File: config.mk
export PLATFORM = sky130hd
export DESIGN_NAME = rr_wrr_arb
export DESIGN_NICKNAME = d
export VERILOG_FILES = /design/src/rtl/rr_wrr_arb.sv
export SDC_FILE = /design/constraint.sdc
export NUM_CORES = 1
export LEC_CHECK = 0
export ABC_CLOCK_PERIOD_IN_PS = 3550
export CAP_MARGIN = 20
export CORE_MARGIN = 2
export CORE_UTILIZATION = 41
export DETAILED_ROUTE_END_ITERATION = 16
export PLACE_DENSITY = 0.75
export SETUP_SLACK_MARGIN = 0.5
export SLEW_MARGIN = 20
export SYNTH_ARGS = -nofsm -noshare
export SYNTH_HDL_FRONTEND = slang
export SYNTH_SLANG_ARGS = --single-unit
File: constraint.sdc
create_clock -name clock -period 3.55 [get_ports clock]
set_clock_uncertainty 0.1 [all_clocks]
set_input_delay 1.065 -clock clock [delete_from_list [all_inputs] [get_ports clock]]
set_output_delay 1.065 -clock clock [all_outputs]
set_load 0.02 [all_outputs]
File: src/rtl/rr_wrr_arb.sv
// Weighted round-robin arbiter with multi-beat grant hold and fair rotation.
// Optional high-priority request class enabled by defining RR_WRR_PRIO_EN.
module rr_wrr_arb #(
   parameter int N  = 4,
   parameter int WW = 3,
   parameter int IW = $clog2(N)
) (
   input  logic            clock,
   input  logic            reset,
   input  logic [N-1:0]    req,
   input  logic [N*WW-1:0] weight,
`ifdef RR_WRR_PRIO_EN
   input  logic [N-1:0]    hp_req,
`endif
   input  logic            ack,
   output logic [N-1:0]    gnt,
   output logic            gnt_valid,
   output logic [IW-1:0]   gnt_id,
   output logic            gnt_last
);

   logic [N-1:0]  gnt_q, gnt_d;
   logic          gnt_valid_q, gnt_valid_d;
   logic [IW-1:0] gnt_id_q, gnt_id_d;
   logic [WW-1:0] credit_q, credit_d;
   logic [IW-1:0] lp_q, lp_d;
   logic          hold, rel;
   logic [IW-1:0] lp_eff;
   logic [IW:0]   pick;
`ifdef RR_WRR_PRIO_EN
   logic [IW-1:0] hp_lp_q, hp_lp_d, hp_lp_eff;
   logic          own_hp_q, own_hp_d;
   logic [IW:0]   hp_pick, nm_pick;
`endif

   // First set bit of r after pointer p, wrapping, ending with p itself; MSB = found.
   function automatic logic [IW:0] rr_pick(input logic [N-1:0] r, input logic [IW-1:0] p);
      logic [IW:0] res;
      int          idx;
      res = '0;
      for (int k = N; k >= 1; k--) begin
         idx = (int'(p) + k) % N;
         if (r[IW'(idx)]) res = {1'b1, IW'(idx)};
      end
      return res;
   endfunction

   function automatic logic [WW-1:0] load_credit(input logic [N*WW-1:0] w, input logic [IW-1:0] id);
      logic [WW-1:0] c;
      c = '0;
      for (int i = 0; i < N; i++)
         if (IW'(i) == id) c = w[i*WW +: WW];
      return (c == '0) ? WW'(1) : c;
   endfunction

   always_comb begin
      hold        = gnt_valid_q && req[gnt_id_q] && !(ack && credit_q == WW'(1));
      rel         = gnt_valid_q && !hold;
      gnt_d       = gnt_q;
      gnt_valid_d = gnt_valid_q;
      gnt_id_d    = gnt_id_q;
      credit_d    = credit_q;
      lp_d        = lp_q;
      lp_eff      = lp_q;
      pick        = '0;
`ifdef RR_WRR_PRIO_EN
      hp_lp_d     = hp_lp_q;
      hp_lp_eff   = hp_lp_q;
      own_hp_d    = own_hp_q;
      hp_pick     = '0;
      nm_pick     = '0;
`endif
      if (hold) begin
         if (ack && credit_q != '0) credit_d = credit_q - WW'(1);
      end else begin
`ifdef RR_WRR_PRIO_EN
         // The releasing owner moves only the pointer of the class it won from.
         if (rel && own_hp_q) begin
            hp_lp_d   = gnt_id_q;
            hp_lp_eff = gnt_id_q;
         end else if (rel) begin
            lp_d   = gnt_id_q;
            lp_eff = gnt_id_q;
         end
         hp_pick  = rr_pick(req & hp_req, hp_lp_eff);
         nm_pick  = rr_pick(req, lp_eff);
         pick     = hp_pick[IW] ? hp_pick : nm_pick;
         own_hp_d = hp_pick[IW];
`else
         if (rel) begin
            lp_d   = gnt_id_q;
            lp_eff = gnt_id_q;
         end
         pick = rr_pick(req, lp_eff);
`endif
         gnt_valid_d = pick[IW];
         gnt_id_d    = pick[IW] ? pick[IW-1:0] : '0;
         credit_d    = pick[IW] ? load_credit(weight, pick[IW-1:0]) : '0;
         for (int i = 0; i < N; i++)
            gnt_d[i] = pick[IW] && (IW'(i) == pick[IW-1:0]);
      end
   end

   always_ff @(posedge clock) begin
      if (reset) begin
         gnt_q       <= '0;
         gnt_valid_q <= 1'b0;
         gnt_id_q    <= '0;
         credit_q    <= '0;
         lp_q        <= IW'(N-1);
`ifdef RR_WRR_PRIO_EN
         hp_lp_q     <= IW'(N-1);
         own_hp_q    <= 1'b0;
`endif
      end else begin
         gnt_q       <= gnt_d;
         gnt_valid_q <= gnt_valid_d;
         gnt_id_q    <= gnt_id_d;
         credit_q    <= credit_d;
         lp_q        <= lp_d;
`ifdef RR_WRR_PRIO_EN
         hp_lp_q     <= hp_lp_d;
         own_hp_q    <= own_hp_d;
`endif
      end
   end

   assign gnt       = gnt_q;
   assign gnt_valid = gnt_valid_q;
   assign gnt_id    = gnt_id_q;
   assign gnt_last  = gnt_valid_q && (credit_q == WW'(1));

endmodule

==> Yosys cells after proc, flatten, opt, wreduce, memory -nomap -nowiden <==
Cells that the tools add are included.
W data, S select, Z words.
{ "totals": {"regBits": 12, "in_bits": 19, "out_inout_bits": 8} }
{ "op_classes": {"add_sub_neg": 5, "order_cmp": 5, "n_eq_ne": 5, "mux": 31, "n_reduce_logical": 15} }
{ "op_table": {"columns": ["op", "count"], "rows": [
  ["$mux W3", 14],
  ["$lt A2 B4 Y1 const B", 4],
  ["$bmux W1 S2", 5],
  ["$logic_and A1 B1 Y1", 10],
  ["$mux W1", 9],
  ["$mux W2", 3],
  ["$add A2 B1 Y2 const B", 2],
  ["$add A2 B2 Y2 const B", 2],
  ["$eq A2 B2 Y1 const A", 2],
  ["$eq A3 B1 Y1 const B", 1],
  ["$logic_not A3 Y1", 1],
  ["$lt A2 B3 Y1 const B", 1],
  ["$reduce_bool A3 Y1", 1],
  ["$sub A3 B1 Y3 const B", 1],
  ["$eq A1 B2 Y1 const A", 1],
  ["$logic_not A1 Y1", 2],
  ["$logic_not A2 Y1", 1],
  ["$ne A2 B1 Y1 const B", 1]
]} }

==> Longest topological paths before layout <==
{ "depth": {"depth_word": 27, "depth_mapped": 13, "mapped_depth_nobuf": 11} }

==> Worst setup path after synthesis <==
No wires, ideal clock.
{ "synth_timing": {"path_kind": "in2reg", "start": "in req[0]", "end": "reg credit_q[0]", "arrival_ns": 3.182, "slack_ns": 0.146, "path_stages": 10, "cell_sequence": "mux2_4 -> o211a_1 -> or3_1 -> buf_2 -> o211ai_2 -> o21ai_2 -> nor3_4 -> mux2i_1 -> o221ai_1 -> a311o_1"} }
{ "synth_between": {"elab_chain_len": 27} }
{ "synth_rtl": {"columns": ["item", "line", "text"], "rows": [
  ["from (decl)", "10", "input logic [N-1:0] req,"],
  ["$bmux W1 S2", "57", "hold = gnt_valid_q && req[gnt_id_q] && !(ack && credit_q == WW'(1));"],
  ["$mux W1 (implied by the code)", "57", null],
  ["$logic_and A1 B1 Y1 (2 in a row)", "57", null],
  ["$logic_not A1 Y1", "58", "rel = gnt_valid_q && !hold;"],
  ["$logic_and A1 B1 Y1", "58", null],
  ["$mux W2", null, null],
  ["$mux W2", "73", "if (hold) begin"],
  ["$add A2 B1 Y2", "42", "idx = (int'(p) + k) % N;"],
  ["[7 not listed]", null, null],
  ["$mux W3", "73", null],
  ["$logic_not A2 Y1", "52", "if (IW'(i) == id) c = w[i*WW +: WW];"],
  ["$mux W3 (4 in a row)", "52", null],
  ["$mux W3", "73", null],
  ["$logic_not A3 Y1", "53", "return (c == '0) ? WW'(1) : c;"],
  ["$mux W3", "53", null],
  ["$mux W3", "98", "credit_d = pick[IW] ? load_credit(weight, pick[IW-1:0]) : '0;"],
  ["$mux W3", "73", null],
  ["to (signal assigned)", "119", "credit_q <= credit_d;"],
  ["to (decl)", "25", "logic [WW-1:0] credit_q, credit_d;"]
]} }
Several ways; a longest one is shown, not always the timed one. The select of a mux whose other input is x is not followed.
A chain may end at the register's enable or synchronous reset.

==> Final worst setup path <==
Same ends and word-level chain as after synthesis.

==> flow_metrics.py <==
metrics = {
    "drt": {
        "firstDrtPassIters": 4,
        "vias_per_cell": 5.46,
        "ant_nets": 0,
        "route.vias.total": 978,
        "drt_wl_total_um": 2440,
        "route.detailed.drc": 0,
        "first_iter_violations": 12,
        "routedWlPerCell_um": 13.6,
    },
    "critical_path": {
        "endpoint_kind": "flip-flop",
        "crit_fanout": 3,
        "crit_chain": "buf_6 -> mux2_4 -> o211a_1 -> or3_4 -> buf_6 -> o211ai_2 -> o21ai_2 -> nor3_4 -> mux2i_1 -> o221ai_1 -> a311o_1",
        "cp.required_ns": 3.62,
        "crit_path_top_delay_cell": "or3_4",
        "reg2reg_depth": 10,
        "worst_setup_path_start_kind": "primary input",
        "critPathMostFrequentCell": "buf_6",
        "path_class": "primary input to flip-flop",
        "arrival_ns": 3.39,
        "critPathMaxStageDelay_ns": 0.40,
    },
    "place": {
        "post_dp_cell_area_mm2": 0.00127,
        "hpwl_um": 1840,
        "io_buffers": 26,
        "routabilityCongestion": 0.840,
        "pre_cts_slack_ns": -0.430,
        "dpl.cell_count": 172,
    },
    "global_route": {
        "grt_pass1_wl_um": 4150,
        "grt_antenna_before_repair": 0,
        "grt-ovfl-total": 0,
        "grt_max_degree": 13,
        "grt_pass1_vias": 976,
        "grt_usage": 0.215,
    },
    "yosys": {
        "synth_cell_types": 38,
        "netlist_top_cells_count": "dfxtp_1 (12), inv_1 (12), a21oi_1 (10), mux2i_1 (8), nor2_1 (8)",
        "ys.flop_type": "dfxtp_1",
        "synth-async-reset-ratio": 0,
        "yosysTopAreaCell": "dfxtp_1",
        "synth.area.top_cells": "dfxtp_1 (28%), mux2i_1 (9.4%), a21oi_1 (5.9%)",
        "ys_ff_latch": 12,
        "yosys_warnings": 0,
        "synth_area_per_cell_um2": 8.20,
        "synth_edf_count": 0,
        "syn_nets": 126,
        "ys_seq_area_frac": 0.282,
        "syn_area_um2": 853,
        "synth_top_cell_area_share": 0.282,
        "synth_cells": 104,
    },
    "clock_network": {
        "cts-root-buf": "clkbuf_4",
        "worstSkewPairLatency_ns": 0.27,
        "cts_sinks": 12,
        "h-tree-depth": 1,
        "cts_tree": "built",
        "clock_path_buffers": 2,
        "path_clk_slew_ns": 0.08,
        "cts_buffers": 3,
    },
    "floorplan": {
        "die_h_um": 49.6,
        "die_w_um": 49.6,
        "coreArea_mm2": 0.00196,
        "std_cell_rows": 16,
        "fp.dieArea_mm2": 0.00246,
        "io_pins": 27,
        "start_util": 0.435,
    },
    "sta": {
        "finalHoldViolCount": 0,
        "setup_slack_ns": 0.227,
        "rsz0062_at_grt": "true",
        "setup_viol_count_final": 0,
        "fin_crit_sh": 0.936,
        "whs_ns": 0.409,
        "max_slew_margin": 0.629,
        "maxSlewViolCount": 0,
        "fin_crit_ns": 3.32,
        "worst_slew_pin_slew_ns": 0.551,
        "timing.fmax_mhz": 301,
    },
    "finish": {
        "final_area_mm2": 0.00135,
        "fin_nets": 176,
        "drive_gt1_frac": 0.257,
        "area_delta_synth_final_pct": 57.9,
        "final_cells": 179,
        "n_antenna_cell": 0,
    },
    "job": {
        "max_cap_violations": 0,
    },
    "pwr": {
        "peakVddDrop_mv": 0.319,
        "power.leakage_uw": 0.000590,
        "p_per_area_mw_per_mm2": 513,
    },
    "run_status": {
        "status": "finished, final reports clean",
    },
    "min_path": {
        "worstHoldPathType": "flip-flop to flip-flop",
        "worstHoldPathCells": 2,
    },
}
## where the power goes
part	leakage (µW)	internal [µW]	switching (µW)
Combinational	0.000477	225	194
Sequential	0.0000992	163	24.1
Clock	0.0000138	39.3	46.3
## worst max-delay path: cells and delay by family
kind                   cells  cell delay (ns)
multiplexers               2             0.56
AO/OA/AOI/OAI              5             0.88
AND/OR/NAND/NOR            2             0.66
buffers and inverters      2             0.23
## final timing paths
path | start | to | slack, ns
worst max-delay path | req[0] | credit_q[0] | 0.23
worst min-delay path | gnt[2] | gnt[2] | 0.41
worst max register to register | gnt_id[0] | credit_q[0] | 0.56
worst min register to register | gnt[2] | gnt[2] | 0.41
## layout by cell type (no fill, tap or decap), types with 4 or more instances in the layout
master and n:
a21oi_1 10, and3_1 4, buf_4 20, inv_1 12
nand2_1 4, nor2_1 8, clkdlybuf4s50_1 21, buf_6 5
mux2i_1 8, dfxtp_1 12
## per-stage QoR
step / TNS [ns] / total power, µW / utilization
after floorplan: 0 / 415 / -
after global placement: -0.800 / 552 / 0.645
after detailed placement: -1.15 / 567 / 0.645
after CTS: 0 / 680 / 0.680
after global routing: 0 / 745 / 0.687
final: 0 / 692 / 0.687
## repair_timing
item | 4_1_cts | 5_1_grt
pin swaps | 9 | 2
hold buffers | 0 | 0
buffers inserted | 4 | 0
gates resized for setup | 17 | 3
endpoints found under the setup margin | 9 | 7
## layout make-up
cell class / count / area [µm²]
timing repair buffer: 49 / 443
fill: 173 / 614
sequential: 12 / 240
inverter: 12 / 45.0
clock buffer: 3 / 22.5
tap: 27 / 33.8
multi-input combinational: 76 / 563
## kinds of logic (layout without fill, tap and decap cells)
| group | count (synthesis) | after routing | synth area share |
|---|---|---|---|
| and+or+nand+nor | 33 | 33 | 0.220 |
| adders and majority gates | 3 | 3 | 0.0440 |
| muxes | 10 | 10 | 0.125 |
| buffers and inverters | 16 | 64 | 0.0806 |
| AOI/OAI and AO/OA | 30 | 30 | 0.249 |
| DFF | 12 | 12 | 0.282 |
## metal layers
| layer | global-route usage | up-vias | part of all wire |
|---|---|---|---|
| met5 | 0 | - | 0 |
| met4 | 0.116 | 0 | 0.021 |
| met3 | 0.0394 | 7 | 0.054 |
| met2 | 0.382 | 34 | 0.51 |
| met1 | 0.241 | 461 | 0.41 |
| li1 | - | 476 | - |
## state kept, by name, indices dropped and copies added (netlist names)
signal     flops
gnt            4
credit_q       3
gnt_id         2
lp_q           2
gnt_valid      1
No activity file was read; power rests on OpenSTA's default activity.
